[src/rtl/spectrum_bank_ctrl_pkg.sv]
// Shared definitions for the spectrum RAM path: controller state encoding and
// the default bin index / magnitude widths used by the RAM and renderer.
package spectrum_bank_ctrl_pkg;

   localparam int DEF_ADDR_W = 8;
   localparam int DEF_DATA_W = 16;

   typedef enum logic {
      FILL  = 1'b0,
      READY = 1'b1
   } bank_state_t;

   function automatic logic [7:0] satInc8(input logic [7:0] value);
      return (value == 8'hFF) ? value : value + 8'd1;
   endfunction

endpackage

[src/rtl/spectrum_bank_ctrl_if.sv]
// Bin stream from the FFT magnitude path plus the spectrum RAM write port.
// The controller is the slave of the stream and drives the RAM write side.
interface spectrum_bank_ctrl_if
   import spectrum_bank_ctrl_pkg::*;
#(
   parameter int ADDR_W = DEF_ADDR_W,
   parameter int DATA_W = DEF_DATA_W
);
   logic              s_valid;
   logic              s_ready;
   logic [DATA_W-1:0] s_data;
   logic              s_last;
   logic              mem_we;
   logic [ADDR_W:0]   mem_waddr;
   logic [DATA_W-1:0] mem_wdata;

   modport master (
      output s_valid, s_data, s_last,
      input  s_ready, mem_we, mem_waddr, mem_wdata
   );

   modport slave (
      input  s_valid, s_data, s_last,
      output s_ready, mem_we, mem_waddr, mem_wdata
   );
endinterface

[src/rtl/spectrum_bank_ctrl_vsync_edge_det.sv]
// Registers active-low vsync and emits a one-cycle pulse at the start of the
// sync pulse; resetting the register high suppresses a false edge after reset.
module vsync_edge_det (
   input  logic clk_i,
   input  logic rst_ni,
   input  logic vsync_i,
   output logic fall_o
);
   logic vsync_q;

   always_ff @(posedge clk_i or negedge rst_ni) begin
      if (!rst_ni) begin
         vsync_q <= 1'b1;
      end else begin
         vsync_q <= vsync_i;
      end
   end

   assign fall_o = vsync_q & ~vsync_i;
endmodule

[src/rtl/spectrum_bank_ctrl.sv]
// Ping-pong bank controller: fills the back bank from the bin stream and swaps
// banks only at the start of vsync so the renderer never sees a torn spectrum.
module spectrum_bank_ctrl
   import spectrum_bank_ctrl_pkg::*;
#(
   parameter int NUM_BINS       = 256,
   parameter int ADDR_W         = DEF_ADDR_W,
   parameter int DATA_W         = DEF_DATA_W,
   parameter int TIMEOUT_FRAMES = 4
) (
   input  logic                clk_pixel,
   input  logic                rst_n,
   input  logic                vsync,
   spectrum_bank_ctrl_if.slave bus,
   input  logic [ADDR_W-1:0]   rd_bin,
   output logic [ADDR_W:0]     rd_addr,
   output logic                front_bank,
   output logic                swap_pulse,
   output logic [7:0]          frame_err_cnt,
   output logic                err_timeout
);
   localparam int TMO_W = (TIMEOUT_FRAMES < 2) ? 1 : $clog2(TIMEOUT_FRAMES + 1);
   localparam logic [ADDR_W-1:0] LAST_IDX = ADDR_W'(NUM_BINS - 1);
   localparam logic [TMO_W-1:0]  TMO_LIMIT = TMO_W'(TIMEOUT_FRAMES - 1);

   bank_state_t       state_q, state_d;
   logic [ADDR_W-1:0] idx_q, idx_d;
   logic              front_q, front_d;
   logic [7:0]        errCnt_q, errCnt_d;
   logic              errTmo_q, errTmo_d;
   logic [TMO_W-1:0]  tmo_q, tmo_d;
   logic              vsEvt;
   logic              xfer;

   vsync_edge_det uVsyncEdge (
      .clk_i   (clk_pixel),
      .rst_ni  (rst_n),
      .vsync_i (vsync),
      .fall_o  (vsEvt)
   );

   assign bus.s_ready   = (state_q == FILL);
   assign xfer          = bus.s_valid & bus.s_ready;
   assign bus.mem_we    = xfer;
   assign bus.mem_waddr = {~front_q, idx_q};
   assign bus.mem_wdata = bus.s_data;
   assign rd_addr       = {front_q, rd_bin};
   assign front_bank    = front_q;
   assign frame_err_cnt = errCnt_q;
   assign err_timeout   = errTmo_q;

   always_ff @(posedge clk_pixel or negedge rst_n) begin
      if (!rst_n) begin
         state_q  <= FILL;
         idx_q    <= '0;
         front_q  <= 1'b0;
         errCnt_q <= '0;
         errTmo_q <= 1'b0;
         tmo_q    <= '0;
      end else begin
         state_q  <= state_d;
         idx_q    <= idx_d;
         front_q  <= front_d;
         errCnt_q <= errCnt_d;
         errTmo_q <= errTmo_d;
         tmo_q    <= tmo_d;
      end
   end

   always_comb begin
      state_d    = state_q;
      idx_d      = idx_q;
      front_d    = front_q;
      errCnt_d   = errCnt_q;
      errTmo_d   = errTmo_q;
      tmo_d      = tmo_q;
      swap_pulse = 1'b0;
      case (state_q)
         FILL: begin
            // A full bin count completes the frame regardless of s_last.
            if (xfer) begin
               if (idx_q == LAST_IDX) begin
                  idx_d   = '0;
                  state_d = READY;
               end else if (bus.s_last) begin
                  idx_d    = '0;
                  errCnt_d = satInc8(errCnt_q);
               end else begin
                  idx_d = idx_q + 1'b1;
               end
            end
            // Abandoning a stale fill overrides the index advance of a same-cycle write.
            if (vsEvt && (idx_q != '0)) begin
               if (tmo_q == TMO_LIMIT) begin
                  idx_d    = '0;
                  errTmo_d = 1'b1;
               end else begin
                  tmo_d = tmo_q + 1'b1;
               end
            end
            if ((idx_d == '0) || (state_d != FILL)) begin
               tmo_d = '0;
            end
         end
         READY: begin
            if (vsEvt) begin
               front_d    = ~front_q;
               swap_pulse = 1'b1;
               state_d    = FILL;
               idx_d      = '0;
            end
         end
         default: state_d = FILL;
      endcase
   end
endmodule

[src/flat_wrapper.sv]
// flat-port wrapper written by rule: the top's interface ports become plain ports
module spectrum_bank_ctrl_flat import spectrum_bank_ctrl_pkg::*;
#(
   parameter int NUM_BINS       = 256,
   parameter int ADDR_W         = DEF_ADDR_W,
   parameter int DATA_W         = DEF_DATA_W,
   parameter int TIMEOUT_FRAMES = 4
)
  (clk_pixel, rst_n, vsync, rd_bin, rd_addr, front_bank, swap_pulse, frame_err_cnt, err_timeout, bus_s_valid, bus_s_data, bus_s_last, bus_s_ready, bus_mem_we, bus_mem_waddr, bus_mem_wdata);
  spectrum_bank_ctrl_if #(.ADDR_W(ADDR_W), .DATA_W(DATA_W)) bus_i ();
  input  logic clk_pixel;
  input  logic rst_n;
  input  logic vsync;
  input  logic [ADDR_W-1:0] rd_bin;
  output logic [ADDR_W:0] rd_addr;
  output logic front_bank;
  output logic swap_pulse;
  output logic [7:0] frame_err_cnt;
  output logic err_timeout;
  input wire logic [$bits(bus_i.s_valid)-1:0] bus_s_valid;
  input wire logic [$bits(bus_i.s_data)-1:0] bus_s_data;
  input wire logic [$bits(bus_i.s_last)-1:0] bus_s_last;
  output wire logic [$bits(bus_i.s_ready)-1:0] bus_s_ready;
  output wire logic [$bits(bus_i.mem_we)-1:0] bus_mem_we;
  output wire logic [$bits(bus_i.mem_waddr)-1:0] bus_mem_waddr;
  output wire logic [$bits(bus_i.mem_wdata)-1:0] bus_mem_wdata;
  assign bus_i.s_valid = bus_s_valid;
  assign bus_i.s_data = bus_s_data;
  assign bus_i.s_last = bus_s_last;
  assign bus_s_ready = bus_i.s_ready;
  assign bus_mem_we = bus_i.mem_we;
  assign bus_mem_waddr = bus_i.mem_waddr;
  assign bus_mem_wdata = bus_i.mem_wdata;
  spectrum_bank_ctrl #(.NUM_BINS(NUM_BINS), .ADDR_W(ADDR_W), .DATA_W(DATA_W), .TIMEOUT_FRAMES(TIMEOUT_FRAMES)) u_core (.clk_pixel(clk_pixel), .rst_n(rst_n), .vsync(vsync), .bus(bus_i), .rd_bin(rd_bin), .rd_addr(rd_addr), .front_bank(front_bank), .swap_pulse(swap_pulse), .frame_err_cnt(frame_err_cnt), .err_timeout(err_timeout));
endmodule
[config.mk]
export PLATFORM = sky130hd
export DESIGN_NAME = spectrum_bank_ctrl_flat
export DESIGN_NICKNAME = d
export VERILOG_FILES = /design/src/rtl/spectrum_bank_ctrl_pkg.sv /design/src/rtl/spectrum_bank_ctrl_if.sv /design/src/rtl/spectrum_bank_ctrl_vsync_edge_det.sv /design/src/rtl/spectrum_bank_ctrl.sv /design/src/flat_wrapper.sv
export SDC_FILE = /design/constraint.sdc
export NUM_CORES = 1
export LEC_CHECK = 0
export BUFFER_PORTS_ARGS = -buffer_cell sky130_fd_sc_hd__buf_2
export CAP_MARGIN = 20
export CORE_MARGIN = 1
export CORE_UTILIZATION = 41
export CTS_CLUSTER_SIZE = 20
export DETAILED_ROUTE_END_ITERATION = 16
export PLACE_DENSITY_LB_ADDON = 0.3
export SLEW_MARGIN = 10
export SYNTH_ARGS = -nofsm -noshare
export SYNTH_HDL_FRONTEND = slang
export SYNTH_SLANG_ARGS = --single-unit
[constraint.sdc]
create_clock -name clk_pixel -period 2 [get_ports clk_pixel]
set_input_delay 0.3 -clock clk_pixel [delete_from_list [all_inputs] [get_ports clk_pixel]]
set_output_delay 0.3 -clock clk_pixel [all_outputs]
set_load 0.02 [all_outputs]
==> metrics.md <==
| Metric | Value |
|---|---|
| Post-synthesis cell type count | `between 40 and 50` |
| Gr usage total | `17.25%` |
| First-pass DRT Iterations | `4` |
| Endpoints failing setup | `0` |
| Fin crit period | `1987 ps` |
| Antenna violations before repair | `0` |
| EDFF count, synth | `0` |
| Grt total ovfl | `0` |
| Via-to-Cell Ratio | `around 5.6` |
| Clock buffer depth | `2` |
| Most common cell in the netlist | `buf_4` |
| Max Cap Viol | `0` |
| Synth area leader | `dfrtp_1` |
| Mapped Cells | `approximately 170` |
| CTS tree | `done` |
| Peak VDD IR | `0.3018 mV` |
| Seq/Total Area, Yosys | `a little under two fifths` |
| CTS Root Cell | `clkbuf_8` |
| Required time worst endpoint | `~2200 ps` |
| Int Pwr | `between 0.0008 and 0.0009 W` |
| Die area | `3996 um^2` |
| Area delta synth->final | `13.84%` |
| Post-route DRC | `0` |
| First DRT Iteration DRCs | `37` |
| Fin Setup TNS | `0 ps` |
| Routability-driven placement congestion ratio | `0.8777` |
| Clk_lat worst skew | `around 270 ps` |
| Non-Filler Instances | `approximately 230` |
| Io pins | `76` |
| DR vias | `1264` |
| Largest net degree at the start of global routing | `24` |
| CORE AREA | `roughly 3500 um^2` |
| Die W | `approximately 63 um` |
| Drt total wl | `3471 um` |
| Clk_skew | `approximately 6.5 ps` |
| CP startpoint kind | `register` |
| Hold Crit Class | `primary input to async pin` |
| CP Data Arrival Time | `2170 ps` |
| # rows | `21` |
| PortBufs | `27` |
| Outcome | `finished with violations` |
| Clk pwr share | `approximately a fifth` |
| Average size of a mapped cell | `slightly above 9 um^2` |
| Dpl cells | `221` |
| Synth Flop Type | `dfrtp_1` |
| Cts bufs inserted | `3` |
| Clock Pin Slew Worst Setup and Hold Paths | `~90 ps` |
| TritonCTS Sinks | `23` |
| Overall die height | `approximately 63 um` |
| Failing checks | `negative hold slack` |
| Flop pwr share | `around 46%` |
| Crit end category | `register` |
| Tcrit/Tclk final | `just under 100%` |
| Post-route ant nets | `0` |
| DP HPWL | `~2400 um` |
| Global-route wire length before repair | `5582 um` |
| Top cell types by occurrence after synthesis | `buf_4, dfrtp_1, nand2_1` |
| H-tree Lvls | `1` |
| Synthesis Warnings | `0` |
| Total power | `between 0.001 and 0.0015 W` |
| Starting Density | `roughly 44%` |
| Flops & latches, synth | `23` |
| Antenna Diode Count | `0` |
| Post-synthesis async set-or-reset flop share | `100.0%` |
| Comb power frac | `roughly a third` |
| Synthesized area | `~1500 um^2` |
| PD cells | `between 700 and 800 nW/um^2` |
| Final Max Tran Viols | `0` |
| RSZ-0062 raised after global routing | `yes` |
| Leak pwr | `between 0.8 and 0.9 nW` |
| FMAX | `around 500 MHz` |
| Slew at the pin closest to its max-slew limit | `519.3 ps` |
| Final #Nets | `~220` |
| Sw frac | `a little under two fifths` |
| Switching pwr | `0.0005209 W` |
| Reg2reg setup slack | `approximately 13 ps` |
| Synth Net Count | `between 200 and 250` |
| Relative slew margins | `between 60 and 70%` |
| Post-synth top area share | `35.83%` |
| Hold Violations, Final | `7` |
| Share of layout cells above drive strength 1 | `a little under two fifths` |
| Area contributors post-synth | `dfrtp_1, buf_4, o21ai_0, ha_1, nand2_1` |
| Min Hold Slack | `-6.809 ps` |
| Max FO, Critical Path | `6` |
| Critical path class | `register to register` |
| WL per Instance | `15.29 um` |
| Hold Buf Count CTS | `0` |
| Vias in the first global route | `approximately 1200` |
cell families (layout without fill, tap and decap cells):
logic type,count (synthesis),in the layout,synth area share (%)
simple gates,53,53,19.54
compound gates,39,39,16.37
buf+inv,37,50,16.04
flops,23,23,37.54
xor+xnor,10,10,5.700
fa+ha+maj,5,5,4.072
mux,1,1,0.7328
critical path, cell delays in order, from the launching register on:
cell and delay [ps]:
dfrtp_2 450, inv_2 80, ha_4 110, or4b_4 470, o211ai_4 230, and3_4 270, a21oi_2 70, nand2b_4 150
o31ai_1 60
timing repair:
item,CTS,global route
buffers inserted,0,2
pin swaps,0,5
endpoints found under the setup margin,3,11
resized for setup,2,22
cell usage in the layout, fill, tap and decap left out, drive strengths merged, types with 3 or more instances in the layout:
| cell | synthesis | final |
|---|---|---|
| buf | 30 | 41 |
| dfrtp | 22 | 22 |
| nand2 | 14 | 14 |
| o21ai | 13 | 13 |
| a21oi | 7 | 7 |
| and2 | 6 | 6 |
| xnor2 | 6 | 6 |
| nand3 | 5 | 5 |
| a31oi | 5 | 5 |
| inv | 5 | 5 |
| ha | 5 | 5 |
| nand4 | 4 | 4 |
| xor2 | 4 | 4 |
| nor2 | 4 | 4 |
| o31ai | 4 | 4 |
| and3 | 4 | 4 |
| clkbuf | 2 | 3 |
| nand2b | 3 | 3 |
| nor3 | 3 | 3 |
final timing paths:
| check | start | to | cells after the start |
|---|---|---|---|
| worst min-delay path | rst_n | u_core.err_timeout | 1 |
| worst max register to register | u_core.idx_q[1] | u_core.idx_q[7] | 8 |
| min in group clk_pixel | vsync | u_core.uVsyncEdge.vsync_q | 1 |
| max in group asynchronous | rst_n | u_core.uVsyncEdge.vsync_q | 1 |
| worst max-delay path | u_core.idx_q[1] | u_core.idx_q[7] | 8 |
| worst min register to register | u_core.err_timeout | u_core.err_timeout | 1 |
sequential cells by signal (all words and copies together) (netlist names):
| signal | cells |
|---|---|
| u_core.frame_err_cnt | 8 |
| u_core.idx_q | 8 |
| u_core.tmo_q | 3 |
| u_core.err_timeout | 1 |
| u_core.front_bank | 1 |
| u_core.state_q | 1 |
| u_core.uVsyncEdge.vsync_q | 1 |
cell type report:
class,instances,area (um^2)
fillers,341,1719
multi-input cells,108,807.0
flip-flops and latches,23,579.3
repair buffers,41,240.2
well taps,46,57.56
clock buffers,3,41.29
inverters,5,18.77
clock inverters,1,5.005
metal layers:
metal	up-vias	routed length, um	GRT usage [%]
li1	599	-	-
met1	603	1507	22.31
met2	40	1654	28.36
met3	22	200	2.174
met4	0	110	8.239
met5	-	0	0
through the flow:
step / hold slack (ps) / worst slack (ps) / util, % / instance area [um^2]
after floorplan: 4.409 / 14.57 / - / 1539
after global placement: 306.8 / 55.56 / 45.96 / 1594
after detailed placement: 312.2 / -16.70 / 45.96 / 1594
after CTS: 21.71 / 1.616 / 47.47 / 1647
after global routing: 25.15 / -51.24 / 50.43 / 1749
final: -6.809 / 13.35 / 50.43 / 1749
power groups by stage:
stage | clock (W) | sequential, W | combinational [W]
2_1_floorplan | 0 | 0.000719 | 0.000268
6_report | 0.000294 | 0.000642 | 0.000459
4_1_cts | 0.000300 | 0.000640 | 0.000426
3_3_place_gp | 0 | 0.000643 | 0.000411
5_1_grt | 0.000327 | 0.000657 | 0.000507
3_5_place_dp | 0 | 0.000650 | 0.000420
Power figures use the tool's default switching activity.
